### config.mk
export PLATFORM = sky130hd
export DESIGN_NAME = div_unit
export DESIGN_NICKNAME = d
export VERILOG_FILES = /design/src/rtl/div_unit.sv
export SDC_FILE = /design/constraint.sdc
export NUM_CORES = 1
export LEC_CHECK = 0
export CORE_ASPECT_RATIO = 1.1
export CORE_UTILIZATION = 40
export DETAILED_ROUTE_END_ITERATION = 7
export REMOVE_ABC_BUFFERS = 1
export SYNTH_ARGS = -nofsm -noshare
export SYNTH_HDL_FRONTEND = slang
export SYNTH_SLANG_ARGS = --single-unit
### constraint.sdc
create_clock -name clk -period 7.4 [get_ports clk]
set_input_delay 1.11 -clock clk [delete_from_list [all_inputs] [get_ports clk]]
set_output_delay 1.11 -clock clk [all_outputs]
set_load 0.01 [all_outputs]
### src/rtl/div_unit.sv
// Multi-cycle restoring radix-2 DIV/DIVU engine for the execute stage.
// Drives stall_req while iterating and returns {hi=remainder, lo=quotient}.
module div_unit #(
  parameter int WIDTH = 32
) (
  input  logic             clk,
  input  logic             rst,
  input  logic             start,
  input  logic             signed_div,
  input  logic [WIDTH-1:0] a,
  input  logic [WIDTH-1:0] b,
  input  logic             cancel,
  output logic             stall_req,
  output logic             valid,
  output logic [WIDTH-1:0] hi,
  output logic [WIDTH-1:0] lo
);

  localparam int CW = $clog2(WIDTH);
  localparam logic [CW-1:0] LAST = CW'(WIDTH - 1);

  typedef enum logic [1:0] {IDLE, BUSY, DONE} divState;

  divState          state, nextState;
  logic [WIDTH:0]   remReg;
  logic [WIDTH-1:0] quotReg;
  logic [WIDTH-1:0] divisorReg;
  logic [CW-1:0]    counter;
  logic             quotNeg, remNeg;

  logic [WIDTH-1:0] absA, absB;
  logic [WIDTH+1:0] shifted, diff;
  logic             trialGeq;
  logic [WIDTH:0]   trialRem;
  logic [WIDTH-1:0] trialQuot;

  // Magnitudes; |0x80000000| stays 0x80000000 when read as unsigned.
  assign absA = (signed_div && a[WIDTH-1]) ? -a : a;
  assign absB = (signed_div && b[WIDTH-1]) ? -b : b;

  // One restoring step: the sign of the trial difference picks the quotient bit.
  assign shifted   = {remReg, quotReg[WIDTH-1]};
  assign diff      = shifted - {2'b00, divisorReg};
  assign trialGeq  = ~diff[WIDTH+1];
  assign trialRem  = trialGeq ? diff[WIDTH:0] : shifted[WIDTH:0];
  assign trialQuot = {quotReg[WIDTH-2:0], trialGeq};

  // NOTE: every output of this block gets a default first so no path infers a latch.
  always_comb begin
    nextState = state;
    stall_req = 1'b0;
    valid     = 1'b0;
    unique case (state)
      IDLE: if (start && !cancel) begin
        stall_req = 1'b1;
        nextState = (b == '0) ? DONE : BUSY;
      end
      BUSY: begin
        stall_req = !cancel;
        if (counter == LAST) nextState = DONE;
      end
      DONE: begin
        valid     = !cancel;
        nextState = IDLE;
      end
      default: nextState = IDLE;
    endcase
    if (cancel) nextState = IDLE;
  end

  // NOTE: sequential state uses non-blocking assignments so all registers update together.
  always_ff @(posedge clk or posedge rst) begin
    if (rst) state <= IDLE;
    else     state <= nextState;
  end

  always_ff @(posedge clk or posedge rst) begin
    if (rst) begin
      remReg     <= '0;
      quotReg    <= '0;
      divisorReg <= '0;
      counter    <= '0;
      quotNeg    <= 1'b0;
      remNeg     <= 1'b0;
      hi         <= '0;
      lo         <= '0;
    end else if (!cancel) begin
      unique case (state)
        IDLE: if (start) begin
          counter <= '0;
          if (b == '0) begin
            lo <= '1;
            hi <= a;
          end else begin
            remReg     <= '0;
            quotReg    <= absA;
            divisorReg <= absB;
            quotNeg    <= signed_div & (a[WIDTH-1] ^ b[WIDTH-1]);
            remNeg     <= signed_div & a[WIDTH-1];
          end
        end
        BUSY: begin
          remReg  <= trialRem;
          quotReg <= trialQuot;
          counter <= counter + 1'b1;
          // Last step: publish the sign-corrected result as DONE is entered.
          if (counter == LAST) begin
            lo <= quotNeg ? -trialQuot : trialQuot;
            hi <= remNeg ? -trialRem[WIDTH-1:0] : trialRem[WIDTH-1:0];
          end
        end
        default: ;
      endcase
    end
  end

endmodule

==> results of run 1 <==
## cell families (layout without fill, tap and decap cells)
logic type	after synthesis	after routing	synth area share [%]
flops	170	170	33.1
simple gates	553	553	20.4
buf+inv	152	247	4.92
mux	50	50	4.09
xor+xnor	122	122	8.32
compound gates	517	517	25.3
fa+ha+maj	39	39	3.86
## sequential cells by signal, indices dropped and copies added, names as in the netlist
| name | count |
|---|---|
| state | 2 |
| quotNeg | 1 |
| lo | 32 |
| counter | 5 |
| remReg | 33 |
| quotReg | 32 |
| hi | 32 |
| remNeg | 1 |
| divisorReg | 32 |
## worst reg2reg max path, delay by kind of cell (launching register included)
family                     cells  cell delay [ns]
DFF                            1             0.43
buffers and inverters          2             0.33
AOI/OAI and AO/OA              7             1.88
adders and majority gates      2             0.76
muxes                          2             0.54
and+or+nand+nor                6             1.76
## synthesized netlist by cell type (4+ instances only)
cell type,n,area [um^2]
a211oi_1,11,82.6
a21boi_0,5,37.5
a21o_1,7,52.6
a21oi_1,162,811
a21oi_2,6,52.6
a221o_1,4,40.0
a22o_1,10,87.6
a22oi_1,4,30.0
a311oi_1,4,35.0
a31oi_1,35,219
and2_1,13,81.3
and3_1,13,81.3
buf_1,13,48.8
buf_2,22,110
clkbuf_1,49,184
dfrtp_1,170,4250
ha_1,38,475
inv_1,59,221
mux2_2,16,180
mux2i_1,33,330
nand2_1,181,679
nand2b_1,6,37.5
nand3_1,25,125
nand4_1,13,81.3
nor2_1,168,631
nor2b_1,8,50.1
nor3_1,39,195
nor3b_1,7,52.6
nor4_1,11,68.8
o211ai_1,12,90.1
o21a_1,12,90.1
o21ai_0,137,686
o21ai_1,4,20.0
o22a_1,10,87.6
o31a_1,5,43.8
o31ai_1,41,308
o41ai_1,9,78.8
or3_1,26,163
or4_1,18,135
xnor2_1,51,447
xor2_1,71,622
## layer usage
metal / up-vias / GRT usage (%) / wire length (um)
li1: 5962 / - / -
met1: 5704 / 32.5 / 18100
met2: 330 / 38.7 / 17700
met3: 50 / 2.94 / 1660
met4: 0 / 7.76 / 934
met5: - / 0 / 0
## per-stage QoR
stage                     utilization (%)  total power (uW)  std cells
after floorplan                         -              1700       1513
after global placement               46.0              2000       2086
after detailed placement             46.0              2010       2086
after CTS                            48.1              3020       2118
after global routing                 48.1              3170       2118
final                                48.1              3000       2118
## worst paths after layout
check                                  startpoint                      to  cells past startpoint
min reg2reg                     hi[3]$_DFFE_PP0P_       hi[3]$_DFFE_PP0P_                      2
max reg2reg                remReg[26]$_DFFE_PP0P_      hi[28]$_DFFE_PP0P_                     19
max in group asynchronous                     rst  remReg[10]$_DFFE_PP0P_                      3
min                             hi[3]$_DFFE_PP0P_       hi[3]$_DFFE_PP0P_                      2
max                        remReg[26]$_DFFE_PP0P_      hi[28]$_DFFE_PP0P_                     19
min in group asynchronous                     rst  quotReg[7]$_DFFE_PP0P_                      2
## power by group through the flow
stage               clock [uW]  sequential, uW  combinational (uW)
floorplan                    0            1130                 570
global placement             0            1130                 870
detailed placement           0            1140                 875
CTS                       1020            1120                 878
global route              1060            1130                 978
finish                    1000            1120                 878
## final cells by class
class	count	area [um^2]	share of cell area [%]
clock buffers	20	467	3.08
clock inverters	12	186	1.23
inverters	62	238	1.57
multi-input cells	1281	7980	52.7
flip-flops and latches	170	4250	28.1
well taps	420	526	3.47
repair buffers	153	1480	9.80
==> metrics.yaml, run 1 <==
critical_path:
  rrSetupSlack_ns: 1.55
  path_delay_family: "compound AO/OA/AOI/OAI gates"
  crit_fanout: 39
  slowest_stage: "or4_1"
  cp-start-kind: "flop"
  slowest_delay_ns: 0.52
  path_class: "reg2reg"
  required_ns: 7.69
  cp_cell_sequence: "ha_1 -> nand3_1 -> o211ai_1 -> a2bb2oi_1 -> mux2i_1 -> o311ai_2 -> nor3_4 -> inv_2 -> buf_4 -> a21oi_1 -> ha_1 -> nand2_1 -> or4_1 -> or3b_2 -> mux2_2 -> a221oi_1 -> o31ai_1 -> nor3b_1 -> a21oi_1"
  critPathArrivalTime_ns: 6.14
  crit_buf_inv: 2
  end_kind: "flop"
clocking:
  numClockSinks: 170
  ctsResizeCount: 0
  cts_max_level: 4
  cts_buffers: 17
  cts.path.max_buffers: 2
  root_buffer: "clkbuf_16"
  clk_latency_ns: 0.44
  hold_buffers: 0
  cts_tree: "done"
  postCtsSetupBuffers: 0
  clk_pin_slew_ns: 0.07
flow_run:
  maxCapViolations: 0
power_and_ir_drop:
  p_leak_uw: 0.00616
  swShare_pct: 33.8
  powerDensity_mw_per_mm2: 198
  pwr-share-seq_pct: 37.3
  switching_power_uw: 1020
  power_frac_comb_pct: 29.3
  ir_drop_v: 0.000160
  intPower_uw: 1990
  clkPwrFrac_pct: 33.5
grt:
  gr-usage-all-layers_pct: 23.7
  grt_overflow: 0
  grt_pass1_wl_um: 62300
  grt_pass1_vias: 11300
  antenna_found_initial: 0
  grt_max_degree: 70
synthesis:
  synth_edf_count: 0
  synth.distinct_cells: 87
  synth-seq-area-share_pct: 33.1
  ys_warn_count: 0
  synth_flop_cell: "dfrtp_1"
  syn_area_per_cell_um2: 8.01
  ys_ff_latch: 170
  synth_cells: 1603
  async_flop_share_pct: 100
  syn_area_mm2: 0.0128
floorplan:
  initial_core_util_pct: 40.8
  fp.dieW_um: 173
  dieArea_mm2: 0.0328
  die_height_um: 190
  core_area_mm2: 0.0315
  rows: 68
  io_pins: 135
routing:
  final_antenna_net_count: 0
  wl_per_cell_um: 18.1
  vias_per_cell: 5.69
  routed_wl_um: 38400
  route.vias.total: 12000
  drt_iter0_drc: 928
  firstDrtPassIters: 7
  drt_drc_violations_left: 0
placement:
  gp_congestion: 0.923
  postPlaceCellArea_mm2: 0.0145
  dpl.hpwl_um: 29200
  io_buffers: 134
  place_ws_ns: 1.56
worst_hold_path:
  worstHoldPathType: "reg2reg"
timing:
  worstMarginPinSlew_ns: 1.06
  finalCritPeriodShare_pct: 79.1
  slew_viol_final: 0
  tns_ns: 0
  hold_viol_final: 0
  rsz0062_at_grt: "false"
  finClkSkew_ns: 0.0101
  hold_slack_ns: 0.483
  setup_violations: 0
  max_freq_ghz: 0.171
  fin_ws_ns: 1.55
  fin_crit_ns: 5.85
  relSlewSlack_pct: 29.3
final_layout:
  drive_gt1_share_pct: 5.83
  area_delta_synth_final_pct: 17.9
  antenna_cells: 0
  final.fill_count: 3096
  final_cell_mix: "nand2_1, dfrtp_1, nor2_1"
  fin_nets: 1793
  mostFrequentLayoutCell: "nand2_1"
  finalInstanceArea_mm2: 0.0151
outcome:
  outcome: "completed"
Power figures use the tool's default switching activity.
==> inputs of run 2 (changes only) <==
clock period = 6 ns   (was 7.4 ns; I/O delays follow)
==> run 2 against run 1 <==
  * Power up 18%
  * Clock power up 8%
  * Sequential power up 23%
  * Cell count up 0.14%
  * Clock skew up 0.0028 ns
  * Wire length up 1.0%
  * Fmax up 5.6%
  * Die area unchanged
  * Global-route usage up 0.31 points
  * Combinational power up 23%
  * Largest power group unchanged
  * Highest routed layer unchanged
==> metrics.yaml, run 2 (synthesis results as in run 1) <==
timing:
  fin_crit_ns: 5.54  # was 5.85 ns
  hold_viol_final: 0  # unchanged
  finalCritPeriodShare_pct: 92.3  # was 79.1%
  finClkSkew_ns: 0.0129  # was 0.0101 ns
  slew_viol_final: 0  # unchanged
  max_freq_ghz: 0.181  # was 0.171 GHz
  worstMarginPinSlew_ns: 1.09  # was 1.06 ns
  relSlewSlack_pct: 27.6  # was 29.3%
  setup_violations: 0  # unchanged
  rsz0062_at_grt: "false"  # unchanged
critical_path:
  path_class: "reg2reg"  # unchanged
  crit_fanout: 9  # was 39
  rrSetupSlack_ns: 0.46  # was 1.55 ns
  r2r_start: "remReg[7]$_DFFE_PP0P_"  # was remReg[26]$_DFFE_PP0P_
  end_kind: "flop"  # unchanged
  critPathArrivalTime_ns: 5.86  # was 6.14 ns
  cp-startpoint: "remReg[7]$_DFFE_PP0P_"  # was remReg[26]$_DFFE_PP0P_
  cp-start-kind: "flop"  # unchanged
  required_ns: 6.32  # was 7.69 ns
final_layout:
  fin_nets: 1796  # was 1793
  ff_latch_area_mm2: 0.00425  # unchanged
  largest_reg_flops: 33  # unchanged
  final_cell_mix: "nand2_1, dfrtp_1, nor2_1"  # unchanged
  multi_input_area_mm2: 0.00799  # was 0.00798 mm^2
  final.fill_count: 3132  # was 3096
  area_delta_synth_final_pct: 17.8  # was 17.9%
  mostFrequentLayoutCell: "nand2_1"  # unchanged
  antenna_cells: 0  # unchanged
  drive_gt1_share_pct: 6.00  # was 5.83%
  finalInstanceArea_mm2: 0.0151  # about the same
  regMostFlops: "remReg"  # unchanged
clocking:
  hold_buffers: 0  # unchanged
  root_buffer: "clkbuf_16"  # unchanged
  clk_pin_slew_ns: 0.07  # about the same
  clk_latency_ns: 0.44  # about the same
  cts_buffers: 17  # unchanged
  cts_max_level: 4  # unchanged
  cts.path.max_buffers: 2  # unchanged
  numClockSinks: 170  # unchanged
  cts_tree: "done"  # unchanged
floorplan:
  dieArea_mm2: 0.0328  # unchanged
  core_area_mm2: 0.0315  # unchanged
  initial_core_util_pct: 40.8  # unchanged
  die_height_um: 190  # unchanged
  rows: 68  # unchanged
  io_pins: 135  # unchanged
  fp.dieW_um: 173  # unchanged
placement:
  dpl.hpwl_um: 29600  # was 29200 um
  gp_congestion: 0.903  # was 0.923
  postPlaceCellArea_mm2: 0.0146  # was 0.0145 mm^2
  io_buffers: 134  # unchanged
outcome:
  outcome: "completed"  # unchanged
power_and_ir_drop:
  powerDensity_mw_per_mm2: 234  # was 198 mW/mm^2
  p_leak_uw: 0.00614  # was 0.00616 uW
  p_total_uw: 3540  # was 3000 uW
  ir_drop_v: 0.000190  # was 0.000160 V
routing:
  wl_per_cell_um: 18.3  # was 18.1 um
  vias_per_cell: 5.64  # was 5.69
  final_antenna_net_count: 0  # unchanged
  routed_wl_um: 38800  # was 38400 um
  firstDrtPassIters: 5  # was 7
  drt_drc_violations_left: 0  # unchanged
  drt_iter0_drc: 842  # was 928
  route.vias.total: 12000  # about the same
grt:
  antenna_found_initial: 0  # unchanged
  grt_max_degree: 110  # was 70
  gr-usage-all-layers_pct: 24.0  # was 23.7%
  grt_pass1_vias: 11300  # about the same
  grt_pass1_wl_um: 62800  # was 62300 um
  grt_overflow: 0  # unchanged
worst_hold_path:
  min_from: "hi[3]$_DFFE_PP0P_"  # unchanged
  worstHoldPathType: "reg2reg"  # unchanged
flow_run:
  maxCapViolations: 0  # unchanged
run 2: cell types whose count changed in the layout (fill, tap and decap cells not counted), sizes merged:
cell      delta
bufinv       -4
buf          +3
clkinvlp     +2
clkbuf       +1
inv          +1
run 2: cell type report:
type,instances,share of cell area (%)
Clock buffer,21,3.11
Clock inverter,11,0.571
Inverter,62,1.57
Multi-Input combinational cell,1281,52.8
Sequential cell,170,28.1
Tap cell,420,3.48
Timing Repair Buffer,156,10.3
run 2: stage by stage:
step | TNS [ns] | utilization [%] | hold WS [ns] | cells | worst slack (ns)
after floorplan | -123.11 | - | 0.449 | 1513 | -2.05
after global placement | 0 | 46.2 | 0.463 | 2089 | 0.602
after detailed placement | 0 | 46.2 | 0.470 | 2089 | 0.414
after CTS | 0 | 48.0 | 0.488 | 2121 | 0.393
after global routing | 0 | 48.0 | 0.521 | 2121 | 0.00576
final | 0 | 48.0 | 0.485 | 2121 | 0.461
run 2: path summary, 6_finish.rpt:
check | depth (start not counted) | endpoint
setup / recovery | 17 | hi[26]$_DFFE_PP0P_
hold / removal | 2 | hi[3]$_DFFE_PP0P_
setup reg to reg | 17 | hi[26]$_DFFE_PP0P_
hold reg to reg | 2 | hi[3]$_DFFE_PP0P_
max in group asynchronous | 3 | remReg[26]$_DFFE_PP0P_
min in group asynchronous | 2 | lo[2]$_DFFE_PP0P_
run 2: report_power, final:
| group | internal, uW | switching (uW) |
|---|---|---|
| Combinational | 447 | 636 |
| Clock | 569 | 509 |
| Sequential | 1270 | 111 |
run 2: metal layers:
| metal | global-route usage (%) | vias to the layer above | part of all wire, % |
|---|---|---|---|
| li1 | - | 5963 | - |
| met1 | 33.1 | 5663 | 48 |
| met2 | 39.3 | 289 | 46 |
| met3 | 2.40 | 53 | 3.3 |
| met4 | 8.30 | 0 | 2.4 |
| met5 | 0 | - | 0 |
run 2: critical path, cell delays in order (launching register included):
cell	delay, ns
dfrtp_1	0.47
ha_1	0.46
a21oi_1	0.43
o22a_1	0.33
a21oi_2	0.15
o211a_1	0.36
nor3_4	0.31
inv_2	0.10
a21oi_1	0.26
ha_1	0.26
nand2_1	0.05
or4_1	0.52
or3b_1	0.42
or4_1	0.47
a21oi_1	0.26
a21oi_1	0.13
xnor2_1	0.14
a221o_1	0.30
run 2: timing repair:
action / in CTS / in global routing
resized for setup: 0 / 1
endpoints found under the setup margin: 0 / 1
buffers inserted: 0 / 0
